`src/rtl/axil_master_pkg.sv`:
```
// Shared definitions for the AXI4-Lite initiator: bus widths, FSM states, AXI response codes.
package axil_master_pkg;

  localparam int unsigned MEM_ADDR_W = 32;
  localparam int unsigned MEM_DATA_W = 32;

  localparam logic [1:0] AXI_RESP_OKAY   = 2'b00;
  localparam logic [1:0] AXI_RESP_SLVERR = 2'b10;
  localparam logic [1:0] AXI_RESP_DECERR = 2'b11;

  typedef enum logic [2:0] {
    ST_IDLE    = 3'd0,
    ST_WR_REQ  = 3'd1,
    ST_WR_RESP = 3'd2,
    ST_RD_ADDR = 3'd3,
    ST_RD_DATA = 3'd4
  } axil_state_e;

endpackage

```
`src/rtl/axil_master.sv`:
```
// Single-outstanding request/response port to AXI4-Lite initiator.
// Define AXIL_BRESP_EN to add the B channel and report bresp[1] as rsp_err.
module axil_master
  import axil_master_pkg::*;
#(
  parameter int unsigned ADDR_W = MEM_ADDR_W,
  parameter int unsigned DATA_W = MEM_DATA_W
) (
  input  logic                clk,
  input  logic                rst_n,
  input  logic                req_valid,
  output logic                req_ready,
  input  logic                req_we,
  input  logic [ADDR_W-1:0]   req_addr,
  input  logic [DATA_W-1:0]   req_wdata,
  input  logic [DATA_W/8-1:0] req_wstrb,
  output logic                rsp_valid,
  output logic [DATA_W-1:0]   rsp_rdata,
  output logic                rsp_err,
  output logic [ADDR_W-1:0]   m_axi_awaddr,
  output logic                m_axi_awvalid,
  input  logic                m_axi_awready,
  output logic [DATA_W-1:0]   m_axi_wdata,
  output logic [DATA_W/8-1:0] m_axi_wstrb,
  output logic                m_axi_wvalid,
  input  logic                m_axi_wready,
`ifdef AXIL_BRESP_EN
  input  logic [1:0]          m_axi_bresp,
  input  logic                m_axi_bvalid,
  output logic                m_axi_bready,
`endif
  output logic [ADDR_W-1:0]   m_axi_araddr,
  output logic                m_axi_arvalid,
  input  logic                m_axi_arready,
  input  logic [DATA_W-1:0]   m_axi_rdata,
  input  logic                m_axi_rvalid,
  output logic                m_axi_rready
);

  localparam int unsigned STRB_W = DATA_W / 8;

  axil_state_e       state_q, state_d;
  logic              req_ready_q, req_ready_d;
  logic              awvalid_q, awvalid_d;
  logic              wvalid_q, wvalid_d;
  logic              arvalid_q, arvalid_d;
  logic              rready_q, rready_d;
  logic              bready_q, bready_d;
  logic              aw_done_q, aw_done_d;
  logic              w_done_q, w_done_d;
  logic [ADDR_W-1:0] addr_q, addr_d;
  logic [DATA_W-1:0] wdata_q, wdata_d;
  logic [STRB_W-1:0] wstrb_q, wstrb_d;
  logic              rsp_valid_q, rsp_valid_d;
  logic [DATA_W-1:0] rsp_rdata_q, rsp_rdata_d;
  logic              rsp_err_q, rsp_err_d;
  logic              aw_hs, w_hs;

  assign aw_hs = awvalid_q & m_axi_awready;
  assign w_hs  = wvalid_q & m_axi_wready;

  // Next-state and registered-output logic
  always_comb begin
    state_d     = state_q;
    awvalid_d   = awvalid_q;
    wvalid_d    = wvalid_q;
    arvalid_d   = arvalid_q;
    aw_done_d   = aw_done_q;
    w_done_d    = w_done_q;
    addr_d      = addr_q;
    wdata_d     = wdata_q;
    wstrb_d     = wstrb_q;
    rsp_valid_d = 1'b0;
    rsp_err_d   = 1'b0;
    rsp_rdata_d = rsp_rdata_q;
    case (state_q)
      ST_IDLE: begin
        if (req_valid) begin
          addr_d = req_addr;
          if (req_we) begin
            wdata_d   = req_wdata;
            wstrb_d   = req_wstrb;
            awvalid_d = 1'b1;
            wvalid_d  = 1'b1;
            state_d   = ST_WR_REQ;
          end else begin
            arvalid_d = 1'b1;
            state_d   = ST_RD_ADDR;
          end
        end
      end
      ST_WR_REQ: begin
        if (aw_hs) begin
          awvalid_d = 1'b0;
          aw_done_d = 1'b1;
        end
        if (w_hs) begin
          wvalid_d = 1'b0;
          w_done_d = 1'b1;
        end
        // AW and W complete independently; finish once both have been seen
        if ((aw_done_q | aw_hs) && (w_done_q | w_hs)) begin
          aw_done_d = 1'b0;
          w_done_d  = 1'b0;
`ifdef AXIL_BRESP_EN
          state_d   = ST_WR_RESP;
`else
          state_d     = ST_IDLE;
          rsp_valid_d = 1'b1;
`endif
        end
      end
`ifdef AXIL_BRESP_EN
      ST_WR_RESP: begin
        if (m_axi_bvalid) begin
          rsp_valid_d = 1'b1;
          rsp_err_d   = (m_axi_bresp == AXI_RESP_SLVERR) || (m_axi_bresp == AXI_RESP_DECERR);
          state_d     = ST_IDLE;
        end
      end
`endif
      ST_RD_ADDR: begin
        if (m_axi_arready) begin
          arvalid_d = 1'b0;
          state_d   = ST_RD_DATA;
        end
      end
      ST_RD_DATA: begin
        if (m_axi_rvalid) begin
          rsp_rdata_d = m_axi_rdata;
          rsp_valid_d = 1'b1;
          state_d     = ST_IDLE;
        end
      end
      default: state_d = ST_IDLE;
    endcase
    req_ready_d = (state_d == ST_IDLE);
    rready_d    = (state_d == ST_RD_DATA);
    bready_d    = (state_d == ST_WR_RESP);
  end

  always_ff @(posedge clk or negedge rst_n) begin
    if (!rst_n) begin
      state_q     <= ST_IDLE;
      req_ready_q <= 1'b1;
      awvalid_q   <= 1'b0;
      wvalid_q    <= 1'b0;
      arvalid_q   <= 1'b0;
      rready_q    <= 1'b0;
      bready_q    <= 1'b0;
      aw_done_q   <= 1'b0;
      w_done_q    <= 1'b0;
      addr_q      <= '0;
      wdata_q     <= '0;
      wstrb_q     <= '0;
      rsp_valid_q <= 1'b0;
      rsp_rdata_q <= '0;
      rsp_err_q   <= 1'b0;
    end else begin
      state_q     <= state_d;
      req_ready_q <= req_ready_d;
      awvalid_q   <= awvalid_d;
      wvalid_q    <= wvalid_d;
      arvalid_q   <= arvalid_d;
      rready_q    <= rready_d;
      bready_q    <= bready_d;
      aw_done_q   <= aw_done_d;
      w_done_q    <= w_done_d;
      addr_q      <= addr_d;
      wdata_q     <= wdata_d;
      wstrb_q     <= wstrb_d;
      rsp_valid_q <= rsp_valid_d;
      rsp_rdata_q <= rsp_rdata_d;
      rsp_err_q   <= rsp_err_d;
    end
  end

  assign req_ready     = req_ready_q;
  assign rsp_valid     = rsp_valid_q;
  assign rsp_rdata     = rsp_rdata_q;
  assign rsp_err       = rsp_err_q;
  assign m_axi_awaddr  = addr_q;
  assign m_axi_awvalid = awvalid_q;
  assign m_axi_wdata   = wdata_q;
  assign m_axi_wstrb   = wstrb_q;
  assign m_axi_wvalid  = wvalid_q;
  assign m_axi_araddr  = addr_q;
  assign m_axi_arvalid = arvalid_q;
  assign m_axi_rready  = rready_q;
`ifdef AXIL_BRESP_EN
  assign m_axi_bready  = bready_q;
`else
  logic unused_bready;
  assign unused_bready = bready_q;
`endif

endmodule

```
`config.mk`:
```
export PLATFORM = sky130hd
export DESIGN_NAME = axil_master
export DESIGN_NICKNAME = d
export VERILOG_FILES = /design/src/rtl/axil_master_pkg.sv /design/src/rtl/axil_master.sv
export SDC_FILE = /design/constraint.sdc
export NUM_CORES = 1
export LEC_CHECK = 0
export BUFFER_PORTS_ARGS = -buffer_cell sky130_fd_sc_hd__buf_4
export CORE_UTILIZATION = 43
export CTS_BUF_LIST = sky130_fd_sc_hd__clkbuf_8
export DETAILED_ROUTE_END_ITERATION = 10
export PLACE_DENSITY_LB_ADDON = 0.1
export SYNTH_ARGS = -nofsm -noshare
export SYNTH_HDL_FRONTEND = slang
export SYNTH_SLANG_ARGS = --single-unit
```
`constraint.sdc`:
```
create_clock -name clk -period 2 [get_ports clk]
set_input_delay 0.1 -clock clk [delete_from_list [all_inputs] [get_ports clk]]
set_output_delay 0.1 -clock clk [all_outputs]
set_load 0.05 [all_outputs]
```
# Word-level counts from Yosys, hierarchy flattened

Cells that the tools add are included.

Bits in registers: 111
Bits in latches: 0
Bits in writable memories: 0
Bits in read-only memories: 0
Input bits: 108
Output and inout port bits: 139
Memories: 0

$add $sub $neg: 0
Multipliers: 0
Divide/modulo/power cells: 0
Order comparisons: 0
Equality and inequality tests: 10
Shift operators: 0
Mux-type cells: 23
Bitwise operators: 4
Reduce and logical (&&, ||, !) cells: 15

Operators with widths:

| operator             | number |
|---|---|
| $mux W1              | 13 |
| $mux W3              | 4 |
| $ne A2 B2 Y1 const B | 6 |
| $pmux W3 S4          | 1 |
| $reduce_and A4 Y1    | 3 |
| $pmux W1 S2          | 4 |
| $reduce_and A2 Y1    | 4 |
| $reduce_bool A2 Y1   | 4 |
| $eq A3 B3 Y1 const B | 2 |
| $logic_not A3 Y1     | 2 |
| $eq A3 B1 Y1 const B | 1 |
| $eq A3 B2 Y1 const B | 1 |
| $reduce_and A3 Y1    | 1 |
| $and A1 B1 Y1        | 2 |
| $mux W2              | 1 |
| $or A1 B1 Y1         | 2 |
| $logic_and A1 B1 Y1  | 1 |

# Depth between registers and ports, before layout

Word-level depth: 6
Depth in mapped cells: 6
Mapped depth without buffers: 3

# Least setup slack after synthesis

No wires, ideal clock.

Path kind: register to register
Start point: reg state_q[2]
End point: reg addr_q[10], in the netlist m_axi_araddr[10]
Library setup time: 0.118 ns
Data arrival time: 1.598 ns
Data required time: 1.882 ns
Setup slack: 0.284 ns
Stages on the path, launching flop included: 7
Clock period less this slack: 1.716 ns
Cell sequence: dfrtp_1 > buf_2 > or4b_2 > clkbuf_1 > buf_2 > nand2_1 > nand2_1

Longest elaborated chain between the ends: 2

RTL lines:

| what                               | RTL line           | text |
|---|---|---|
| from (decl)                        | axil_master.sv:42  | `axil_state_e state_q, state_d;` |
| from (signal assigned)             | axil_master.sv:160 | `state_q <= state_d;` |
| $logic_not A3 Y1                   | axil_master.sv:76  | `case (state_q)` |
| $reduce_and A2 Y1 (no source line) | n/a                |  |
| to (signal assigned)               | axil_master.sv:169 | `addr_q <= addr_d;` |
| to (decl)                          | axil_master.sv:51  | `logic [ADDR_W-1:0] addr_q, addr_d;` |

No other way between the ends.
A chain may end at the register's enable or synchronous reset.

# Final worst setup path

Start point: reg state_q[2]
End point: reg wstrb_q[1], in the netlist m_axi_wstrb[1]

Longest elaborated chain between the ends: 2

RTL lines:

| what                               | RTL line           | text |
|---|---|---|
| $logic_not A3 Y1                   | axil_master.sv:76  |  |
| $reduce_and A3 Y1 (no source line) | n/a                |  |
| to (signal assigned)               | axil_master.sv:171 | `wstrb_q <= wstrb_d;` |
| to (decl)                          | axil_master.sv:53  | `logic [STRB_W-1:0] wstrb_q, wstrb_d;` |

No other way between the ends.

==> results by group <==
Critical path
  – Crit path DAT: 1.99 ns
  – Bufs and invs on worst path: 0
  – WS Path Type: flip-flop to flip-flop
  – Req. time, crit path: 2.24 ns
  – Startpoint types: flip-flop
  – Crit path max-delay family: simple AND/OR/NAND/NOR gates
  – Setup crit end kind: flip-flop
  – Slowest library cell on the worst path: dfrtp_1
  – Max FO, Critical Path: 36
  – CP cell instances: nor4b_4 > nand2_4 > mux2_1
  – CP peak stage delay: 0.48 ns

Power and ir drop
  – Psw: 7.48 mW
  – Pwr dens: 1880 nW/um2
  – Internal: 6.56 mW
  – Leakage: 3.83 nW
  – Sequential power share: 28.4%
  – Maximum vdd drop: 0.00125 V
  – Sw frac: 53.3%
  – Logic pwr share: 61.6%
  – Clock Power Share: 10.0%

Clock network
  – Clock buffer depth: 2
  – Clock root buffer: clkbuf_8
  – Post-CTS Setup Inserts: 0
  – H-tree lvl count: 3
  – CTS Sinks: 111
  – Clock Pin Slew Worst Setup and Hold Paths: 0.10 ns
  – CTS Buf Count: 9
  – CTS tree: done
  – Clk_lat worst skew: 0.35 ns

Place
  – PortBufs: 245
  – Placer Congestion: 0.757
  – Dpl hpwl: 7920 um
  – Setup WS pre-CTS: 0.269 ns

Floorplanning
  – Core area: 9910 um2
  – IO Count: 247
  – Row count: 36
  – Initial Utilization: 45.0%
  – Die H: 104 um
  – Die W: 104 um
  – Die area: 10800 um2

Final layout
  – Commonest non-fill, non-tap cell in the layout: buf_4
  – Fill count: 661
  – Commonest non-fill, non-tap cells in the layout: buf_4, dfrtp_1, dlygate4sd3_1, nand2_1, mux2_2
  – Layout cells sized above 1: 46.0%
  – Nets: 783
  – Area of the multi-input gates: 1350 um2
  – Reg area: 2780 um2
  – Area delta synth->final: 67.1%

STA
  – Min cycle time layout: 1.75 ns
  – Final hold slack: 0.0288 ns
  – F_max: 0.571 GHz
  – RSZ-0062 raised after global routing: false
  – Fin crit share: 87.6%
  – Worst clock skew: 0.0116 ns
  – Pins over their slew limit: 0
  – Setup ws final: 0.248 ns
  – Slew @ Worst Pin: 0.694 ns
  – Relative slew slack: 53.7%
  – Final TNS setup: 0 ns
  – Setup Viol. Count Final: 0
  – Final Hold Viols: 0

GRT
  – Largest net degree at the start of global routing: 56
  – Initial antenna violation count: 1
  – First-pass GRT wire length: 20500 um
  – Vias in the first global route: 4188
  – GRT overflow: 0
  – Gr usage total: 23.8%

Yosys
  – Syn_area_per_cell: 12.5 um2
  – Syn Inst Count: 356
  – Synth Register Bits: 111
  – Mapped cell area: 4460 um2
  – Sequential share of the synthesized area: 62.3%
  – Post-synth cell types: 27
  – Net Count, Synth: 464
  – Synthesis Warnings: 0

Drt
  – DR WL/cell: 15.3 um
  – Vias per cell: 4.69
  – Via count: 3817
  – DRT iter0 DRCs: 134
  – Initial DRT Pass Iterations: 4
  – DRC: 0
  – Post-route ant nets: 0
  – Final WL: 12400 um

Outcome
  – Outcome: completed

Worst hold path
  – Hold Crit Class: primary input to flip-flop

Job
  – Max_cap viols: 0
-- area by class of cell --
class | count | share of cell area [%]
tap | 133 | 2.23
timing repair buffer | 356 | 39.5
multi-input combinational | 197 | 18.1
antenna | 1 | 0.0336
clock inverter | 5 | 0.872
sequential | 111 | 37.3
clock buffer | 11 | 2.03
-- logic make-up (layout without fill, tap and decap cells) --
logic type / count (synthesis) / after routing / share of synthesized area, %
buffers and inverters: 48 / 372 / 7.51
and+or+nand+nor: 115 / 115 / 11.1
DFF: 111 / 111 / 62.3
other: 1 / 2 / 0.0840
muxes: 68 / 68 / 17.2
AOI/OAI and AO/OA: 13 / 13 / 1.85
-- per-layer routing --
metal	part of all wire (%)	global-route usage, %	routed length (um)	vias to the layer above
met5	0	0	0	-
met4	2.4	8.88	301	0
met3	6.1	5.39	763	24
met2	52	43.4	6510	157
met1	39	27.0	4850	1858
li1	-	-	-	1778
-- tightest hold or removal path: cells and delay by family --
kind / cells / cell delay [ns]
and+or+nand+nor: 1 / 0.08
AOI/OAI and AO/OA: 1 / 0.07
buffers and inverters: 1 / 0.09
-- synthesized netlist by cell type --
master,n,share of area (%)
a21oi_1,3,0.34
a22o_1,2,0.39
a31oi_1,2,0.28
and3_1,1,0.14
buf_2,7,0.78
buf_4,33,5.6
buf_6,3,0.76
clkbuf_1,5,0.42
conb_1,1,0.084
dfrtp_1,110,62
dfstp_2,1,0.59
mux2_1,30,7.6
mux2_2,38,9.6
nand2_1,100,8.4
nand2_4,1,0.25
nand3b_1,1,0.17
nand4b_1,1,0.20
nor2_1,3,0.25
nor2b_1,1,0.14
nor3b_1,2,0.34
nor4b_4,1,0.53
o21ai_0,4,0.45
o221ai_1,1,0.20
o311ai_0,1,0.20
or2_2,2,0.28
or3b_2,1,0.20
or4b_2,1,0.22
-- sequential cells by signal, summed over array words and instances, names as in the netlist, 3 cells and up --
signal and count:
m_axi_wdata 32, m_axi_araddr 32, rsp_rdata 32, m_axi_wstrb 4
state_q 3
-- per-stage QoR --
stage	util, %	total power, mW	instance area [um2]	instances
3_5_place_dp	62.6	12.5	6200	693
5_1_grt	75.3	14.6	7460	814
2_1_floorplan	-	10.1	4460	356
4_1_cts	75.2	14.1	7460	813
6_report	75.3	14.0	7460	814
3_3_place_gp	62.6	12.3	6200	693
-- power groups by stage --
stage,combinational [mW],sequential (mW),clock (mW)
6_report,8.65,3.99,1.41
5_1_grt,8.97,4.12,1.55
4_1_cts,8.63,3.96,1.47
3_5_place_dp,8.46,4.00,0
3_3_place_gp,8.39,3.94,0
2_1_floorplan,2.74,7.38,0
-- what timing repair did --
item,CTS,global route
gates resized for setup,0,0
hold buffers,104,0
hold endpoints to repair,214,0
-- path summary, 6_finish.rpt --
check,cells after the start,slack [ns],endpoint,from
setup / recovery,3,0.25,m_axi_wstrb[1],state_q[2]
hold / removal,3,0.03,aw_done_q,m_axi_awready
max in group asynchronous,3,1.09,rsp_rdata[19],rst_n
min in group asynchronous,2,0.06,m_axi_araddr[20],rst_n
setup reg to reg,3,0.25,m_axi_wstrb[1],state_q[2]
hold reg to reg,2,0.49,m_axi_arvalid,m_axi_arvalid
Power figures use the tool's default switching activity.
